<file path="config.mk">
export PLATFORM = sky130hd
export DESIGN_NAME = regfile_write_arbiter_flat
export DESIGN_NICKNAME = d
export VERILOG_FILES = /design/src/rtl/regfile_write_arbiter_if.sv /design/src/rtl/regfile_write_arbiter.sv /design/src/flat_wrapper.sv
export SDC_FILE = /design/constraint.sdc
export NUM_CORES = 1
export LEC_CHECK = 0
export ABC_AREA = 1
export CORE_MARGIN = 3
export CORE_UTILIZATION = 39
export DETAILED_ROUTE_END_ITERATION = 10
export PLACE_DENSITY = 0.77
export SLEW_MARGIN = 15
export SYNTH_ARGS = -nofsm -noshare
export SYNTH_HDL_FRONTEND = slang
export SYNTH_SLANG_ARGS = --single-unit
</file>
<file path="constraint.sdc">
create_clock -name clk -period 1.75 [get_ports clk]
set_clock_uncertainty 0.05 [all_clocks]
set_input_delay 0.175 -clock clk [delete_from_list [all_inputs] [get_ports clk]]
set_output_delay 0.175 -clock clk [all_outputs]
set_load 0.05 [all_outputs]
</file>
<file path="src/rtl/regfile_write_arbiter_if.sv">
// Writeback bundle: two requester channels, issue/read ports, and the register-file write port.
// Latency: none (wires only); the arbiter modport owns all timing.
// Backpressure: req0_ready/req1_ready flow from the arbiter back to the requesters.
//
// Ports (arbiter view, modport slave):
//   in : req0_valid/rd/data, req1_valid/rd/data, issue_valid/issue_rd, rs1, rs2
//   out: req0_ready, req1_ready, hazard1, hazard2, RegWrite, rd, WriteData, err_unexpected
interface regfile_write_arbiter_if #(
    parameter int DATA_W = 64,
    parameter int ADDR_W = 5
);
    logic              req0_valid;
    logic [ADDR_W-1:0] req0_rd;
    logic [DATA_W-1:0] req0_data;
    logic              req0_ready;

    logic              req1_valid;
    logic [ADDR_W-1:0] req1_rd;
    logic [DATA_W-1:0] req1_data;
    logic              req1_ready;

    logic              issue_valid;
    logic [ADDR_W-1:0] issue_rd;
    logic [ADDR_W-1:0] rs1;
    logic [ADDR_W-1:0] rs2;
    logic              hazard1;
    logic              hazard2;

    logic              RegWrite;
    logic [ADDR_W-1:0] rd;
    logic [DATA_W-1:0] WriteData;
    logic              err_unexpected;

    // Requester / issue side.
    modport master (
        output req0_valid, req0_rd, req0_data,
        input  req0_ready,
        output req1_valid, req1_rd, req1_data,
        input  req1_ready,
        output issue_valid, issue_rd, rs1, rs2,
        input  hazard1, hazard2,
        input  RegWrite, rd, WriteData, err_unexpected
    );

    // Arbiter side.
    modport slave (
        input  req0_valid, req0_rd, req0_data,
        output req0_ready,
        input  req1_valid, req1_rd, req1_data,
        output req1_ready,
        input  issue_valid, issue_rd, rs1, rs2,
        output hazard1, hazard2,
        output RegWrite, rd, WriteData, err_unexpected
    );
endinterface

</file>
<file path="src/rtl/regfile_write_arbiter.sv">
// Round-robin arbiter sharing the register-file write port between ALU (req0) and load (req1), with a pending-write scoreboard.
// Latency: an acceptance in cycle N drives RegWrite/rd/WriteData in cycle N+1; hazards are combinational.
// Backpressure: at most one requester gets ready per cycle; the loser holds valid and is favoured next time.
//
// Ports: clk, reset (async, active-low), bus (regfile_write_arbiter_if.slave).
module regfile_write_arbiter #(
    parameter int DATA_W   = 64,
    parameter int ADDR_W   = 5,
    parameter int NUM_REGS = 32
) (
    input  logic                    clk,
    input  logic                    reset,
    regfile_write_arbiter_if.slave  bus
);

    logic                prio;          // 0: req0 favoured, 1: req1 favoured
    logic [NUM_REGS-1:0] pending;
    logic [NUM_REGS-1:0] pending_nxt;

    logic                reg_write_q;
    logic [ADDR_W-1:0]   rd_q;
    logic [DATA_W-1:0]   write_data_q;
    logic                err_q;

    logic                grant0;
    logic                grant1;
    logic                accept;
    logic [ADDR_W-1:0]   acc_rd;
    logic [DATA_W-1:0]   acc_data;
    logic                acc_real;      // accepted and targets a real (non-x0) register

    // Readies are held low while reset is asserted so nothing is consumed and lost.
    assign grant0 = reset & bus.req0_valid & (~bus.req1_valid | ~prio);
    assign grant1 = reset & bus.req1_valid & (~bus.req0_valid |  prio);
    assign accept = grant0 | grant1;

    assign acc_rd   = grant0 ? bus.req0_rd   : bus.req1_rd;
    assign acc_data = grant0 ? bus.req0_data : bus.req1_data;
    assign acc_real = accept & (acc_rd != '0);

    assign bus.req0_ready = grant0;
    assign bus.req1_ready = grant1;

    // Clear first, then set: a same-index issue represents a newer producer and must win.
    always_comb begin
        pending_nxt = pending;
        if (acc_real) begin
            pending_nxt[acc_rd] = 1'b0;
        end
        if (bus.issue_valid && (bus.issue_rd != '0)) begin
            pending_nxt[bus.issue_rd] = 1'b1;
        end
    end

    always_ff @(posedge clk or negedge reset) begin
        if (!reset) begin
            prio         <= 1'b0;
            pending      <= '0;
            reg_write_q  <= 1'b0;
            rd_q         <= '0;
            write_data_q <= '0;
            err_q        <= 1'b0;
        end else begin
            pending     <= pending_nxt;
            reg_write_q <= acc_real;

            // rd/WriteData only move on a real write; otherwise they hold.
            if (acc_real) begin
                rd_q         <= acc_rd;
                write_data_q <= acc_data;
            end

            // Point at the requester that just lost (or did not ask).
            if (grant0) begin
                prio <= 1'b1;
            end else if (grant1) begin
                prio <= 1'b0;
            end

            if (acc_real && !pending[acc_rd]) begin
                err_q <= 1'b1;
            end
        end
    end

    assign bus.hazard1        = (bus.rs1 != '0) & pending[bus.rs1];
    assign bus.hazard2        = (bus.rs2 != '0) & pending[bus.rs2];
    assign bus.RegWrite       = reg_write_q;
    assign bus.rd             = rd_q;
    assign bus.WriteData      = write_data_q;
    assign bus.err_unexpected = err_q;

endmodule

</file>
<file path="src/flat_wrapper.sv">
// flat-port wrapper written by rule: the top's interface ports become plain ports
module regfile_write_arbiter_flat 
#(
    parameter int DATA_W   = 64,
    parameter int ADDR_W   = 5,
    parameter int NUM_REGS = 32
)
  (clk, reset, bus_req0_valid, bus_req0_rd, bus_req0_data, bus_req0_ready, bus_req1_valid, bus_req1_rd, bus_req1_data, bus_req1_ready, bus_issue_valid, bus_issue_rd, bus_rs1, bus_rs2, bus_hazard1, bus_hazard2, bus_RegWrite, bus_rd, bus_WriteData, bus_err_unexpected);
  regfile_write_arbiter_if #(.DATA_W(DATA_W), .ADDR_W(ADDR_W)) bus_i ();
  input  logic clk;
  input  logic reset;
  input wire logic [$bits(bus_i.req0_valid)-1:0] bus_req0_valid;
  input wire logic [$bits(bus_i.req0_rd)-1:0] bus_req0_rd;
  input wire logic [$bits(bus_i.req0_data)-1:0] bus_req0_data;
  output wire logic [$bits(bus_i.req0_ready)-1:0] bus_req0_ready;
  input wire logic [$bits(bus_i.req1_valid)-1:0] bus_req1_valid;
  input wire logic [$bits(bus_i.req1_rd)-1:0] bus_req1_rd;
  input wire logic [$bits(bus_i.req1_data)-1:0] bus_req1_data;
  output wire logic [$bits(bus_i.req1_ready)-1:0] bus_req1_ready;
  input wire logic [$bits(bus_i.issue_valid)-1:0] bus_issue_valid;
  input wire logic [$bits(bus_i.issue_rd)-1:0] bus_issue_rd;
  input wire logic [$bits(bus_i.rs1)-1:0] bus_rs1;
  input wire logic [$bits(bus_i.rs2)-1:0] bus_rs2;
  output wire logic [$bits(bus_i.hazard1)-1:0] bus_hazard1;
  output wire logic [$bits(bus_i.hazard2)-1:0] bus_hazard2;
  output wire logic [$bits(bus_i.RegWrite)-1:0] bus_RegWrite;
  output wire logic [$bits(bus_i.rd)-1:0] bus_rd;
  output wire logic [$bits(bus_i.WriteData)-1:0] bus_WriteData;
  output wire logic [$bits(bus_i.err_unexpected)-1:0] bus_err_unexpected;
  assign bus_i.req0_valid = bus_req0_valid;
  assign bus_i.req0_rd = bus_req0_rd;
  assign bus_i.req0_data = bus_req0_data;
  assign bus_req0_ready = bus_i.req0_ready;
  assign bus_i.req1_valid = bus_req1_valid;
  assign bus_i.req1_rd = bus_req1_rd;
  assign bus_i.req1_data = bus_req1_data;
  assign bus_req1_ready = bus_i.req1_ready;
  assign bus_i.issue_valid = bus_issue_valid;
  assign bus_i.issue_rd = bus_issue_rd;
  assign bus_i.rs1 = bus_rs1;
  assign bus_i.rs2 = bus_rs2;
  assign bus_hazard1 = bus_i.hazard1;
  assign bus_hazard2 = bus_i.hazard2;
  assign bus_RegWrite = bus_i.RegWrite;
  assign bus_rd = bus_i.rd;
  assign bus_WriteData = bus_i.WriteData;
  assign bus_err_unexpected = bus_i.err_unexpected;
  regfile_write_arbiter #(.DATA_W(DATA_W), .ADDR_W(ADDR_W), .NUM_REGS(NUM_REGS)) u_core (.clk(clk), .reset(reset), .bus(bus_i));
endmodule
</file>
# Word level (Yosys, flattened, before mapping)
# Cells that the tools add are included.
# totals
register_bits,104
input_bits,158
out_inout_bits,75
word_cells,54
# op_classes
n_lt_le_gt_ge,6
mux,16
n_bitwise,16
n_reduce_logical,10
# ops
operator,count
32-bit two-way mux,2
64-bit two-way mux,1
32-bit AND,1
32-bit inverter,1
32-bit bitwise OR,1
"5-bit by 6-bit < comparator with 1-bit output, second input constant",4
5-bit nonzero test,4
1-bit binary-select mux with 5-bit select,3
1-bit demux with 5-bit select,2
"5-bit by 1-bit >= comparator with 1-bit output, second input constant",2
1-bit AND,7
1-bit two-way mux,7
5-bit two-way mux,1
1-bit logical AND,4
1-bit inverter,3
1-bit bitwise OR,3
2-bit nonzero test,1
1-bit logical NOT,1

# Depth between registers and ports, before layout
# depth
word_depth,13
depth_mapped,16
depth_no_buf,14

# Worst setup path before layout
# Ideal clock, no wire load.
# synth_timing
path_kind,flip-flop to flip-flop
from,register u_core.prio
to,register u_core.write_data_q[48] (netlist: u_core.bus.WriteData[48])
t_arrival_ns,2.083
setup_slack_ns,-0.465
stages_incl_launch_ff,9
path_buffers,2
path_cell_list,dfrtp_1 inv_1 a21oi_1 nor2_1 a21oi_4 buf_6 buf_4 nor2_1 a31oi_1
# synth_via
word_cells_on_any_way,10
cone_classes,2 x mux; 7 x bitwise; 1 x reduce/logical
# synth_rtl
element,line,rtl
"start, declared",regfile_write_arbiter.sv:16,logic prio;
"start signal, assigned",regfile_write_arbiter.sv:57,prio <= 1'b0;
"start signal, assigned",regfile_write_arbiter.sv:75,prio <= 1'b1;
"start signal, assigned",regfile_write_arbiter.sv:77,prio <= 1'b0;
1-bit bitwise OR,regfile_write_arbiter.sv:34,assign grant1 = reset & bus.req1_valid & (~bus.req0_valid | prio);
1-bit AND,regfile_write_arbiter.sv:34,
named net bus_req1_ready,flat_wrapper.sv:19,output wire logic [$bits(bus_i.req1_ready)-1:0] bus_req1_ready;
1-bit bitwise OR,regfile_write_arbiter.sv:35,assign accept = grant0 | grant1;
1-bit AND,regfile_write_arbiter.sv:39,assign acc_real = accept & (acc_rd != '0);
"end signal, assigned",regfile_write_arbiter.sv:70,write_data_q <= acc_data;
"end, declared",regfile_write_arbiter.sv:22,logic [DATA_W-1:0] write_data_q;
# The timed path passes the listed nets, and every way through them passes these cells.
# A chain may end at the register's enable or synchronous reset.

# Worst setup path after layout
# layout_timing
from,input bus_req0_valid
to,register u_core.err_q (netlist: u_core.bus.err_unexpected)
# layout_via
elab_chain_len,7
word_cells_on_any_way,13
cone_classes,3 x mux; 7 x bitwise; 3 x reduce/logical
# layout_lines
element,line,rtl
"start, declared",flat_wrapper.sv:12,input wire logic [$bits(bus_i.req0_valid)-1:0] bus_req0_valid;
1-bit AND (2 in series),regfile_write_arbiter.sv:33,assign grant0 = reset & bus.req0_valid & (~bus.req1_valid | ~prio);
5-bit two-way mux,regfile_write_arbiter.sv:37,assign acc_rd = grant0 ? bus.req0_rd : bus.req1_rd;
1-bit binary-select mux with 5-bit select,regfile_write_arbiter.sv:80,if (acc_real && !pending[acc_rd]) begin
1-bit two-way mux (implied by the code),regfile_write_arbiter.sv:80,
1-bit logical NOT,regfile_write_arbiter.sv:80,
1-bit logical AND *,regfile_write_arbiter.sv:80,
"end signal, assigned",regfile_write_arbiter.sv:62,err_q <= 1'b0;
"end signal, assigned",regfile_write_arbiter.sv:81,err_q <= 1'b1;
"end, declared",regfile_write_arbiter.sv:23,logic err_q;
# Every way passes the cells marked *; elsewhere a longest branch is shown, timed or not. The select of a mux whose other input is x is not followed.

==> key figures <==
Outcome
  • Status: complete, but fails checks
  • Failing checks: negative setup slack

STA
  • Final Slew Violations: 0
  • Final setup fails: 105
  • Max_slew headroom: 59.08%
  • Minimum clock period: 2190 ps
  • RSZ-0062 raised after global routing: yes
  • Final period util: 125.2%
  • Sum Neg Setup Slack: -23180 ps
  • Max Fclk: 456.6 MHz
  • Final hold vios: 0
  • Worst Tran Pin Value: 613.8 ps
  • Post-route setup slack: -440.2 ps

Floorplanning
  • Core area: 13930 um^2
  • Rows: 43
  • Die Area: 15780 um^2
  • Initial Util: 40.06%
  • Die width: 125.6 um
  • Chip height: 125.6 um
  • I/O pins: 233

Cells and area
  • Synth-to-layout area growth: 89.15%
  • Fin area: 10560 um^2
  • Fillcell total: 863
  • Non-Filler Instances: 1274
  • Final nets: 1244
  • Share of cells above drive strength 1: 33.09%

Synth
  • Synth Cell Area: 5582 um^2
  • Synthesized flop and latch total: 104
  • Gate Count Post-Synth: 771
  • Syn Nets: 929
  • Synth warn: 0
  • Yosys cell types: 23
  • Syn avg cell area: 7.239 um^2
  • Post-synthesis sequential area ratio: 46.63%

Setup path
  • CP top delay family: simple AND/OR/NAND/NOR gates
  • Worst setup EP type: register
  • CP max FO: 8
  • Crit path DAT: 2430 ps
  • Reg2reg end: u_core.bus.err_unexpected
  • Worst setup path category: in -> reg
  • Reg-to-reg startpoint: u_core.prio
  • Reg2Reg Setup Slack: -390 ps
  • Buffer and inverter count on the worst path: 4
  • Critical-path top delay cell: clkdlybuf4s50_1
  • CP startpoint: bus_req0_valid
  • CP required: 1990 ps
  • Cell depth of the worst flop-to-flop path: 15
  • Most frequent CP cell: nand2_1
  • CP Depth: 17
  • Worst-path cell chain: clkdlybuf4s50_1 -> nand2_1 -> inv_2 -> nand2_4 -> nand2_2 -> nand2_4 -> buf_6 -> clkbuf_16 -> nand2_1 -> nand2_1 -> nand2_1 -> nand2_1 -> nand2_1 -> nand2_1 -> nor2_1 -> nand2_1 -> nand2_1
  • CP startpoint kind: input port
  • Slowest Stage Delay on Critical Path: 530 ps

Routing
  • Detailed Routing Iterations Pass 1: 6
  • Via density: 5.768
  • DRT antenna net count: 0
  • Wire length per cell: 20.87 um
  • First DRT Iteration DRCs: 798
  • DRC Markers: 0
  • WL final: 26590 um
  • Via count: 7349

Min path
  • Hold worst-path end: u_core.bus.WriteData[29]
  • Hold Crit Start: bus_req0_data[29]
  • Worst hold stages: 3
  • HP Class: in -> reg

Placed design
  • Port bufs: 232
  • Dpl hpwl: 15530 um
  • Area after DPL: 8461 um^2
  • Final weighted congestion in routability-driven placement: 0.8916
  • Post-Place Worst Slack: -418.9 ps
  • Inst Count DP: 1200

Global routing
  • Global-route wire length before repair: 37320 um
  • GRT Overall Usage: 29.84%
  • Vias in the first global route: 6976
  • Met2 Use GR: 51.10%
  • Initial antenna violation count: 3
  • GR peak layer: met2
  • Largest net degree at the start of global routing: 59
  • GRT Residual Overflow: 0
  • GR Util met1: 34.05%
  • Routing usage on met3: 6.616%

Run
  • Max-Cap Viols: 0

Clock network
  • Clk slew on worst S/H paths: 80 ps
  • Root buffer cell: clkbuf_16
  • CTS tree: built
  • Maximum root-to-sink buffer count: 2
  • TritonCTS Buffers: 9
  • Worst-skew pair later-pin latency: 360 ps
  • CTS Sinks: 104
  • H-tree Lvls: 3

Pwr
  • VDD IR-drop max: 0.6966 mV
  • Power Dens Cells: 1081 nW/um^2
  • Leak: 4.542 nW
  • Pwr Total: 11.41 mW
## final cells by class
class                           count  area [um^2]  area share (%)
Multi-Input combinational cell    576         3492           33.08
Tap cell                          180        225.2           2.133
Sequential cell                   104         2603           24.65
Clock buffer                        9        225.2           2.133
Inverter                           51        229.0           2.169
Timing Repair inverter              1        6.256         0.05926
Antenna cell                        3        7.507         0.07111
Clock inverter                      7        96.34          0.9125
Timing Repair Buffer              343         3674           34.80
## cell usage in the layout (no fill, tap or decap), types with 3 or more instances in the layout
cell	synthesis	routed
inv_2	2	12
buf_6	2	20
nand3_1	39	36
o21ai_0	103	25
clkbuf_16	0	12
a31oi_4	0	19
clkinvlp_4	0	4
nand2_2	3	14
buf_8	0	5
a31oi_2	0	3
inv_1	47	28
inv_4	0	8
nor2_4	0	28
o211ai_1	7	7
nor2_1	88	20
a21oi_2	0	5
buf_12	0	24
o21ai_2	2	22
a21oi_1	21	15
nor2_2	1	41
nand2_4	0	7
o21ai_4	0	4
dlygate4sd2_1	0	14
nand2_1	240	221
buf_4	1	107
nand3_2	0	3
dfrtp_1	104	104
clkdlybuf4s50_1	0	152
a31oi_1	64	42
buf_16	0	9
dlymetal6s2s_1	0	6
diode_2	0	3
o21ai_1	2	56
## tightest hold or removal path: stages
cell and delay, ps:
clkdlybuf4s50_1 390, nand2_1 60, a31oi_1 70
## report_power, final
part | internal, mW | switching [mW] | leakage (nW)
Sequential | 3.00 | 0.667 | 1.19
Clock | 1.25 | 0.980 | 0.148
Combinational | 2.22 | 3.29 | 3.20
Total | 6.47 | 4.94 | 4.54
## what timing repair did
action | 4_1_cts | 5_1_grt
hold buffers | 1 | 0
resized for setup | 198 | 173
cloned | 17 | 3
pin swaps | 18 | 28
setup endpoints to repair | 110 | 150
hold endpoints to repair | 65 | 0
setup buffers | 33 | 14
## worst max-delay path by stage
stage | slack (ps) | end
after floorplan | 6 | u_core.pending[11]
after global placement | -410 | u_core.bus.rd[1]
after detailed placement | -420 | u_core.pending[15]
after CTS | -200 | bus_hazard1
after global routing | -470 | u_core.bus.err_unexpected
final | -440 | u_core.bus.err_unexpected
## sequential cells by signal, summed over array words and instances, names as in the netlist
| register | flops |
|---|---|
| u_core.bus.RegWrite | 1 |
| u_core.bus.rd | 5 |
| u_core.prio | 1 |
| u_core.bus.err_unexpected | 1 |
| u_core.bus.WriteData | 64 |
| u_core.pending | 32 |
## logic make-up after synthesis
kind of cell | Yosys count | share of synthesized area, %
and+or+nand+nor | 375 | 26.50
AOI/OAI and AO/OA | 200 | 20.02
DFF | 104 | 46.63
buffers and inverters | 92 | 6.859
## synthesized netlist by cell type
| cell | number | area, um^2 |
|---|---|---|
| a31oi_1 | 64 | 400.4 |
| nand3_1 | 39 | 195.2 |
| o21ai_2 | 2 | 17.52 |
| dfrtp_1 | 104 | 2603 |
| nand2_1 | 240 | 900.9 |
| or2_2 | 1 | 6.260 |
| nand3b_1 | 2 | 15.01 |
| buf_2 | 15 | 75.07 |
| inv_1 | 47 | 176.4 |
| nand2_2 | 3 | 18.77 |
| clkinv_1 | 2 | 7.510 |
| inv_2 | 2 | 7.510 |
| nor2_2 | 1 | 6.260 |
| o21ai_0 | 103 | 515.5 |
| a21oi_4 | 1 | 16.27 |
| buf_6 | 2 | 22.52 |
| o21ai_1 | 2 | 10.01 |
| o211ai_1 | 7 | 52.55 |
| a21oi_1 | 21 | 105.1 |
| buf_4 | 1 | 7.510 |
| clkbuf_1 | 23 | 86.33 |
| nand4_1 | 1 | 6.260 |
| nor2_1 | 88 | 330.3 |
## metrics by stage
stage	hold slack [ps]	util [%]
final	316.7	75.77
after global routing	332.5	75.77
after CTS	301.7	70.77
after detailed placement	94.37	60.72
after global placement	87.45	60.72
after floorplan	-170.6	-
## routing by layer
metal / up-vias / share of wire (%)
met4: 0 / 7.2
met5: - / 0
met2: 537 / 49
met3: 153 / 9.9
met1: 3458 / 34
li1: 3201 / -
No activity file was read; power rests on OpenSTA's default activity.
